--- src/rtl/arbitro_display_pkg.sv ---
// Shared definitions for the display arbiter: FSM states, arbitration
// bookkeeping, the six window-setup command bytes and default sizing.
package arbitro_display_pkg;

    localparam int FRAME_BYTES_DEFAULT = 1024;
    localparam int REFRESH_DIV_DEFAULT = 400000;

    // Column range 0..127 followed by page range 0..7
    localparam int         WIN_BYTES     = 6;
    localparam logic [7:0] WIN_COL_CMD   = 8'h21;
    localparam logic [7:0] WIN_COL_START = 8'h00;
    localparam logic [7:0] WIN_COL_END   = 8'h7F;
    localparam logic [7:0] WIN_PAGE_CMD  = 8'h22;
    localparam logic [7:0] WIN_PAGE_STRT = 8'h00;
    localparam logic [7:0] WIN_PAGE_END  = 8'h07;

    typedef enum logic [2:0] {
        ST_IDLE,
        ST_CMD_SEND,
        ST_WIN_SEND,
        ST_FETCH,
        ST_DATA_SEND,
        ST_DONE
    } state_t;

    // Which requester was served last; used to alternate on ties
    typedef enum logic {
        SERVED_FRAME = 1'b0,
        SERVED_CMD   = 1'b1
    } served_t;

    // Window-setup byte for a given position in the 6-byte sequence
    function automatic logic [7:0] winByte(input logic [2:0] idx);
        logic [7:0] b;
        case (idx)
            3'd0:    b = WIN_COL_CMD;
            3'd1:    b = WIN_COL_START;
            3'd2:    b = WIN_COL_END;
            3'd3:    b = WIN_PAGE_CMD;
            3'd4:    b = WIN_PAGE_STRT;
            3'd5:    b = WIN_PAGE_END;
            default: b = 8'h00;
        endcase
        return b;
    endfunction

endpackage

--- src/rtl/arbitro_display_temporizador_refresh.sv ---
// Auto-refresh timer: free-running counter that raises a sticky refresh
// flag every REFRESH_DIV cycles. The flag is cleared once a frame finishes.
// Only exists when ARBITRO_DISPLAY_AUTO_REFRESH_EN is defined.
`ifdef ARBITRO_DISPLAY_AUTO_REFRESH_EN
module temporizador_refresh
    import arbitro_display_pkg::*;
#(
    parameter int REFRESH_DIV = REFRESH_DIV_DEFAULT
) (
    input  logic clk,
    input  logic rst,
    input  logic i_clear,
    output logic o_flag
);

    localparam int CW = (REFRESH_DIV > 1) ? $clog2(REFRESH_DIV) : 1;

    logic [CW-1:0] r_count;
    logic          r_flag;
    logic          w_tick;

    assign w_tick = (r_count == CW'(REFRESH_DIV - 1));
    assign o_flag = r_flag;

    // Period counter and sticky flag; a new tick wins over a same-cycle clear
    always_ff @(posedge clk) begin
        if (rst) begin
            r_count <= '0;
            r_flag  <= 1'b0;
        end else begin
            if (w_tick) begin
                r_count <= '0;
                r_flag  <= 1'b1;
            end else begin
                r_count <= r_count + 1'b1;
                if (i_clear) begin
                    r_flag <= 1'b0;
                end
            end
        end
    end

endmodule
`endif

--- src/rtl/arbitro_display.sv ---
// Display bus arbiter: shares one SPI byte serializer between a command
// requester and an image controller streaming full frames. Frames are
// preceded by a 6-byte window setup and never interleaved with commands.
// Optional feature macro: ARBITRO_DISPLAY_AUTO_REFRESH_EN (periodic frame
// refresh via temporizador_refresh).
module arbitro_display
    import arbitro_display_pkg::*;
#(
    parameter int FRAME_BYTES = FRAME_BYTES_DEFAULT,
    parameter int REFRESH_DIV = REFRESH_DIV_DEFAULT
) (
    input  logic       clk,
    input  logic       rst,
    input  logic       frame_req,
    input  logic       cmd_req,
    input  logic [7:0] cmd_byte,
    input  logic [7:0] frame_data,
    output logic [9:0] byte_counter,
    output logic [7:0] spi_data,
    output logic       spi_valid,
    output logic       spi_dc,
    input  logic       spi_ready,
    output logic       cmd_grant,
    output logic       frame_done,
    output logic       busy
);

    localparam logic [2:0] WIN_LAST = 3'(WIN_BYTES - 1);

    state_t     r_state;
    state_t     w_nextState;
    logic [2:0] r_winIdx;
    logic [9:0] r_byteCounter;
    logic [7:0] r_pixel;
    served_t    r_lastServed;
    logic       w_framePending;
    logic       w_lastByte;

    assign w_lastByte   = (r_byteCounter == 10'(FRAME_BYTES - 1));
    assign byte_counter = r_byteCounter;

`ifdef ARBITRO_DISPLAY_AUTO_REFRESH_EN
    logic w_refreshFlag;
    logic w_refreshClear;

    assign w_refreshClear = (r_state == ST_DONE);

    temporizador_refresh #(
        .REFRESH_DIV(REFRESH_DIV)
    ) u_temporizador (
        .clk    (clk),
        .rst    (rst),
        .i_clear(w_refreshClear),
        .o_flag (w_refreshFlag)
    );

    assign w_framePending = frame_req | w_refreshFlag;
`else
    assign w_framePending = frame_req;
`endif

    // State register
    always_ff @(posedge clk) begin
        if (rst) begin
            r_state <= ST_IDLE;
        end else begin
            r_state <= w_nextState;
        end
    end

    // Next-state decode and per-state drive of the serializer interface
    always_comb begin
        w_nextState = r_state;
        spi_data    = 8'h00;
        spi_valid   = 1'b0;
        spi_dc      = 1'b0;
        cmd_grant   = 1'b0;
        frame_done  = 1'b0;
        busy        = (r_state != ST_IDLE);
        case (r_state)
            ST_IDLE: begin
                if (cmd_req && ((r_lastServed == SERVED_FRAME) || !w_framePending)) begin
                    w_nextState = ST_CMD_SEND;
                end else if (w_framePending) begin
                    w_nextState = ST_WIN_SEND;
                end
            end
            ST_CMD_SEND: begin
                spi_data  = cmd_byte;
                spi_valid = 1'b1;
                if (spi_ready) begin
                    cmd_grant   = 1'b1;
                    w_nextState = ST_IDLE;
                end
            end
            ST_WIN_SEND: begin
                spi_data  = winByte(r_winIdx);
                spi_valid = 1'b1;
                if (spi_ready && (r_winIdx == WIN_LAST)) begin
                    w_nextState = ST_FETCH;
                end
            end
            ST_FETCH: begin
                w_nextState = ST_DATA_SEND;
            end
            ST_DATA_SEND: begin
                spi_data  = r_pixel;
                spi_dc    = 1'b1;
                spi_valid = 1'b1;
                if (spi_ready) begin
                    w_nextState = w_lastByte ? ST_DONE : ST_FETCH;
                end
            end
            ST_DONE: begin
                frame_done  = 1'b1;
                w_nextState = ST_IDLE;
            end
            default: begin
                w_nextState = ST_IDLE;
            end
        endcase
    end

    // Window index, frame address, captured pixel and tie-break memory
    always_ff @(posedge clk) begin
        if (rst) begin
            r_winIdx      <= 3'd0;
            r_byteCounter <= 10'd0;
            r_pixel       <= 8'h00;
            r_lastServed  <= SERVED_FRAME;
        end else begin
            case (r_state)
                ST_CMD_SEND: begin
                    if (spi_ready) begin
                        r_lastServed <= SERVED_CMD;
                    end
                end
                ST_WIN_SEND: begin
                    if (spi_ready) begin
                        if (r_winIdx == WIN_LAST) begin
                            r_winIdx      <= 3'd0;
                            r_byteCounter <= 10'd0;
                        end else begin
                            r_winIdx <= r_winIdx + 3'd1;
                        end
                    end
                end
                ST_FETCH: begin
                    r_pixel <= frame_data;
                end
                ST_DATA_SEND: begin
                    if (spi_ready && !w_lastByte) begin
                        r_byteCounter <= r_byteCounter + 10'd1;
                    end
                end
                ST_DONE: begin
                    r_byteCounter <= 10'd0;
                    r_lastServed  <= SERVED_FRAME;
                end
                default: begin
                end
            endcase
        end
    end

endmodule

--- config.mk ---
export PLATFORM = sky130hd
export DESIGN_NAME = arbitro_display
export DESIGN_NICKNAME = d
export VERILOG_FILES = /design/src/rtl/arbitro_display_pkg.sv /design/src/rtl/arbitro_display_temporizador_refresh.sv /design/src/rtl/arbitro_display.sv
export SDC_FILE = /design/constraint.sdc
export NUM_CORES = 1
export LEC_CHECK = 0
export ABC_AREA = 1
export CELL_PAD_IN_SITES_DETAIL_PLACEMENT = 1
export CELL_PAD_IN_SITES_GLOBAL_PLACEMENT = 1
export CORE_ASPECT_RATIO = 1.2
export CORE_MARGIN = 2
export CORE_UTILIZATION = 35
export DETAILED_ROUTE_END_ITERATION = 7
export PLACE_DENSITY = 0.85
export REMOVE_ABC_BUFFERS = 1
export SLEW_MARGIN = 0
export SYNTH_ARGS = -nofsm -noshare
export SYNTH_HDL_FRONTEND = slang
export SYNTH_SLANG_ARGS = --single-unit
--- constraint.sdc ---
create_clock -name clk -period 3.6 [get_ports clk]
set_input_delay 0.54 -clock clk [delete_from_list [all_inputs] [get_ports clk]]
set_output_delay 0.54 -clock clk [all_outputs]
set_load 0.05 [all_outputs]
==> results.sh <==
export IMPL_status="finished, final reports clean"
export IMPL_ys_seq_area_share_pct=32.9
export IMPL_period_share_pct=78.5
export IMPL_clock_fmax_mhz=354
export IMPL_root_buffer="clkbuf_8"
export IMPL_synth_edf_count=0
export IMPL_worstSetupPathType="reg -> out"
export IMPL_regArea_um2=500
export IMPL_finalMaxSlewViolations=0
export IMPL_clkPwrFrac_pct=12.3
export IMPL_switching_share_pct=51.4
export IMPL_cp_required_ps=3060
export IMPL_fp_row_count=26
export IMPL_cts_sinks=25
export IMPL_grt_max_degree=15
export IMPL_grt_total_usage_pct=19.0
export IMPL_p_seq_share_pct=28.2
export IMPL_avgSynthCellArea_um2=6.52
export IMPL_crit_path_top_delay_cell="clkdlybuf4s50_1"
export IMPL_grt_pass1_vias=1701
export IMPL_syn2layout_area_growth_pct=33.9
export IMPL_synth_most_common_cell="nand2_1"
export IMPL_slowest_delay_ps=830
export IMPL_rsz0062_at_grt="false"
export IMPL_htreeDepth=1
export IMPL_antenna_found_initial=0
export IMPL_drt_pass1_iter_count=4
export IMPL_p_leak_nw=0.806
export IMPL_drc=0
export IMPL_power_switching_mw=0.721
export IMPL_grt_overflow=0
export IMPL_drt_initial_drc_count=55
export IMPL_die_h_um=76.2
export IMPL_hpwl_um=3330
export IMPL_powerDensity_nw_per_um2=689
export IMPL_drtAntennaViolNets=0
export IMPL_insertion_delay_ps=270
export IMPL_initial_core_util_pct=35.9
export IMPL_post_cts_buffers=0
export IMPL_final_layout_size_suffix_gt1_share_pct=10.9
export IMPL_combPwrFrac_pct=59.5
export IMPL_end_kind="output pin"
export IMPL_hp_class="reg -> reg"
export IMPL_whs_ps=477
export IMPL_synth_warnings=0
export IMPL_async_reset_ff_share_pct=0
export IMPL_num_nets_final=299
export IMPL_vias=1647
export IMPL_cts_hold_buf=0
export IMPL_synth_area_leaders="dfxtp_1, nand2_1, nor2_1, o21ai_0, inv_1"
export IMPL_hold_viol_final=0
export IMPL_tns_ps=0
export IMPL_dieArea_um2=4890
export IMPL_reg2reg_slack_ps=1940
export IMPL_fill_cells=561
export IMPL_period_minus_slack_ps=2830
export IMPL_yosys_most_used_dff="dfxtp_1"
export IMPL_routed_wl_um=4290
export IMPL_ff2ff_path_depth=9
export IMPL_syn_cell_area_um2=1520
export IMPL_ys_ff_latch=25
export IMPL_io_pins=44
export IMPL_path_clk_slew_ps=90
export IMPL_worst_pin_slew_ps=583
export IMPL_diodes=0
export IMPL_syn_inst=233
export IMPL_port_buffers=43
export IMPL_stdcell_area_um2=2040
export IMPL_post_drt_wl_per_cell_um=13.0
export IMPL_critPathCapture="spi_data[0]"
export IMPL_critPathArrivalTime_ps=2290
export IMPL_vdd_drop_max_v=0.000499
export IMPL_r2r_end="byte_counter[0]"
export IMPL_clock_skew_ps=7.76
export IMPL_synth_top_cell_area_share_pct=32.9
export IMPL_power_internal_mw=0.681
export IMPL_power_mw=1.40
export IMPL_cts_buffer_depth=2
export IMPL_worst_path_max_fanout=5
export IMPL_die_x_um=64.2
export IMPL_fp_coreArea_um2=4230
export IMPL_worst_setup_path_start_kind="flip-flop"
export IMPL_grt_pass1_wl_um=7600
export IMPL_synth_area_leader_cell="dfxtp_1"
export IMPL_avgViaCountPerCell=4.98
export IMPL_drv_cap=0
export IMPL_synth_cell_types=32
export IMPL_routabilityCongestion=0.818
export IMPL_cts_buffers=3
export IMPL_netlist_top_cells_count="nand2_1, nor2_1, dfxtp_1"
export IMPL_relSlewSlack_pct=61.0
export IMPL_cts_tree="yes"
export IMPL_setup_viol_count_final=0
export IMPL_critPathLaunch="r_state[2]"
export IMPL_place_area_um2=1990
export IMPL_r2r_start="r_state[0]"
export IMPL_crit_chain="inv_2, nand3_1, nor2_1, a21oi_1, o211ai_1, clkdlybuf4s50_1"
export IMPL_multi_input_area_um2=896
export IMPL_cts_resized=0
## worst min-delay path by stage
| stage | cells past startpoint | slack (ps) | endpoint | from |
|---|---|---|---|---|
| 2_1_floorplan | 2 | 440 | r_lastServed | r_lastServed |
| 3_5_place_dp | 2 | 460 | r_lastServed | r_lastServed |
| 4_1_cts | 2 | 480 | r_lastServed | r_lastServed |
| 6_report | 2 | 480 | r_lastServed | r_lastServed |
| 3_3_place_gp | 2 | 460 | r_lastServed | r_lastServed |
| 5_1_grt | 2 | 490 | r_lastServed | r_lastServed |
## layer usage
metal / up-vias / part of all wire [%] / GRT usage (%)
li1: 837 / - / -
met1: 764 / 44 / 22.1
met2: 42 / 51 / 35.0
met3: 4 / 4.4 / 3.55
met4: 0 / 0.58 / 4.68
met5: - / 0 / 0
## flip-flops by register name, summed over array words and instances, names as in the netlist
| name | count |
|---|---|
| byte_counter | 10 |
| r_lastServed | 1 |
| r_pixel | 8 |
| r_state | 3 |
| r_winIdx | 3 |
## power by group through the flow
stage / clock network [mW] / logic, mW / registers, mW
after floorplan: 0 / 0.518 / 0.457
after global placement: 0 / 0.823 / 0.399
final: 0.172 / 0.834 / 0.396
after global routing: 0.191 / 0.908 / 0.408
after CTS: 0.176 / 0.845 / 0.394
after detailed placement: 0 / 0.839 / 0.400
## per-stage QoR
| step | cells | util, % | worst slack, ps |
|---|---|---|---|
| 5_1_grt | 331 | 48.1 | 610 |
| 4_1_cts | 331 | 48.1 | 738 |
| 6_report | 331 | 48.1 | 773 |
| 3_3_place_gp | 327 | 47.1 | 967 |
| 3_5_place_dp | 327 | 47.1 | 956 |
| 2_1_floorplan | 228 | - | 1420 |
## kinds of logic after synthesis
kind of cell               after synthesis  share of synthesized area (%)
AOI/OAI and AO/OA                       41                           15.7
xor gates and xnor gates                 1                          0.576
adders and majority gates                2                           1.65
buffers and inverters                   30                           8.15
DFF                                     25                           32.9
and+or+nand+nor                        134                           41.0
## final cells by class
class                      instances  share of cell area [%]
clock buffer                       4                    2.21
inverter                          25                    4.61
timing repair buffer              43                    21.1
sequential                        25                    24.6
tap                               56                    3.44
multi-input combinational        178                    44.0
## critical path, delay by kind of cell (launching register included)
kind / cells / cell delay (ps)
buffers and inverters: 2 / 950
DFF: 1 / 380
and+or+nand+nor: 2 / 500
AOI/OAI and AO/OA: 2 / 180
## placed cells by master, fill, tap and decap left out
cell | synthesis | routed
nand4_1 | 2 | 2
clkbuf_8 | 0 | 3
nor2_4 | 3 | 3
nand3_4 | 1 | 1
inv_2 | 2 | 2
nand2_2 | 8 | 8
o21ai_1 | 1 | 1
ha_1 | 2 | 2
xor2_1 | 1 | 1
o21ai_0 | 18 | 18
o2111ai_1 | 1 | 1
a211oi_1 | 1 | 1
nor2_2 | 4 | 4
nand3_2 | 1 | 1
nor2_1 | 42 | 42
nand2_4 | 1 | 1
o211ai_1 | 1 | 1
clkbuf_1 | 1 | 1
o21bai_1 | 1 | 1
dfxtp_1 | 25 | 25
clkdlybuf4s50_1 | 0 | 43
a22o_1 | 1 | 1
nor3_1 | 1 | 1
a21boi_0 | 1 | 1
o22ai_1 | 1 | 1
or2_2 | 2 | 2
nand2_1 | 51 | 51
inv_1 | 23 | 23
a21oi_2 | 4 | 4
nand3_1 | 17 | 17
nand3b_2 | 1 | 1
a21oi_1 | 11 | 11
(Power assumes the default switching activity.)
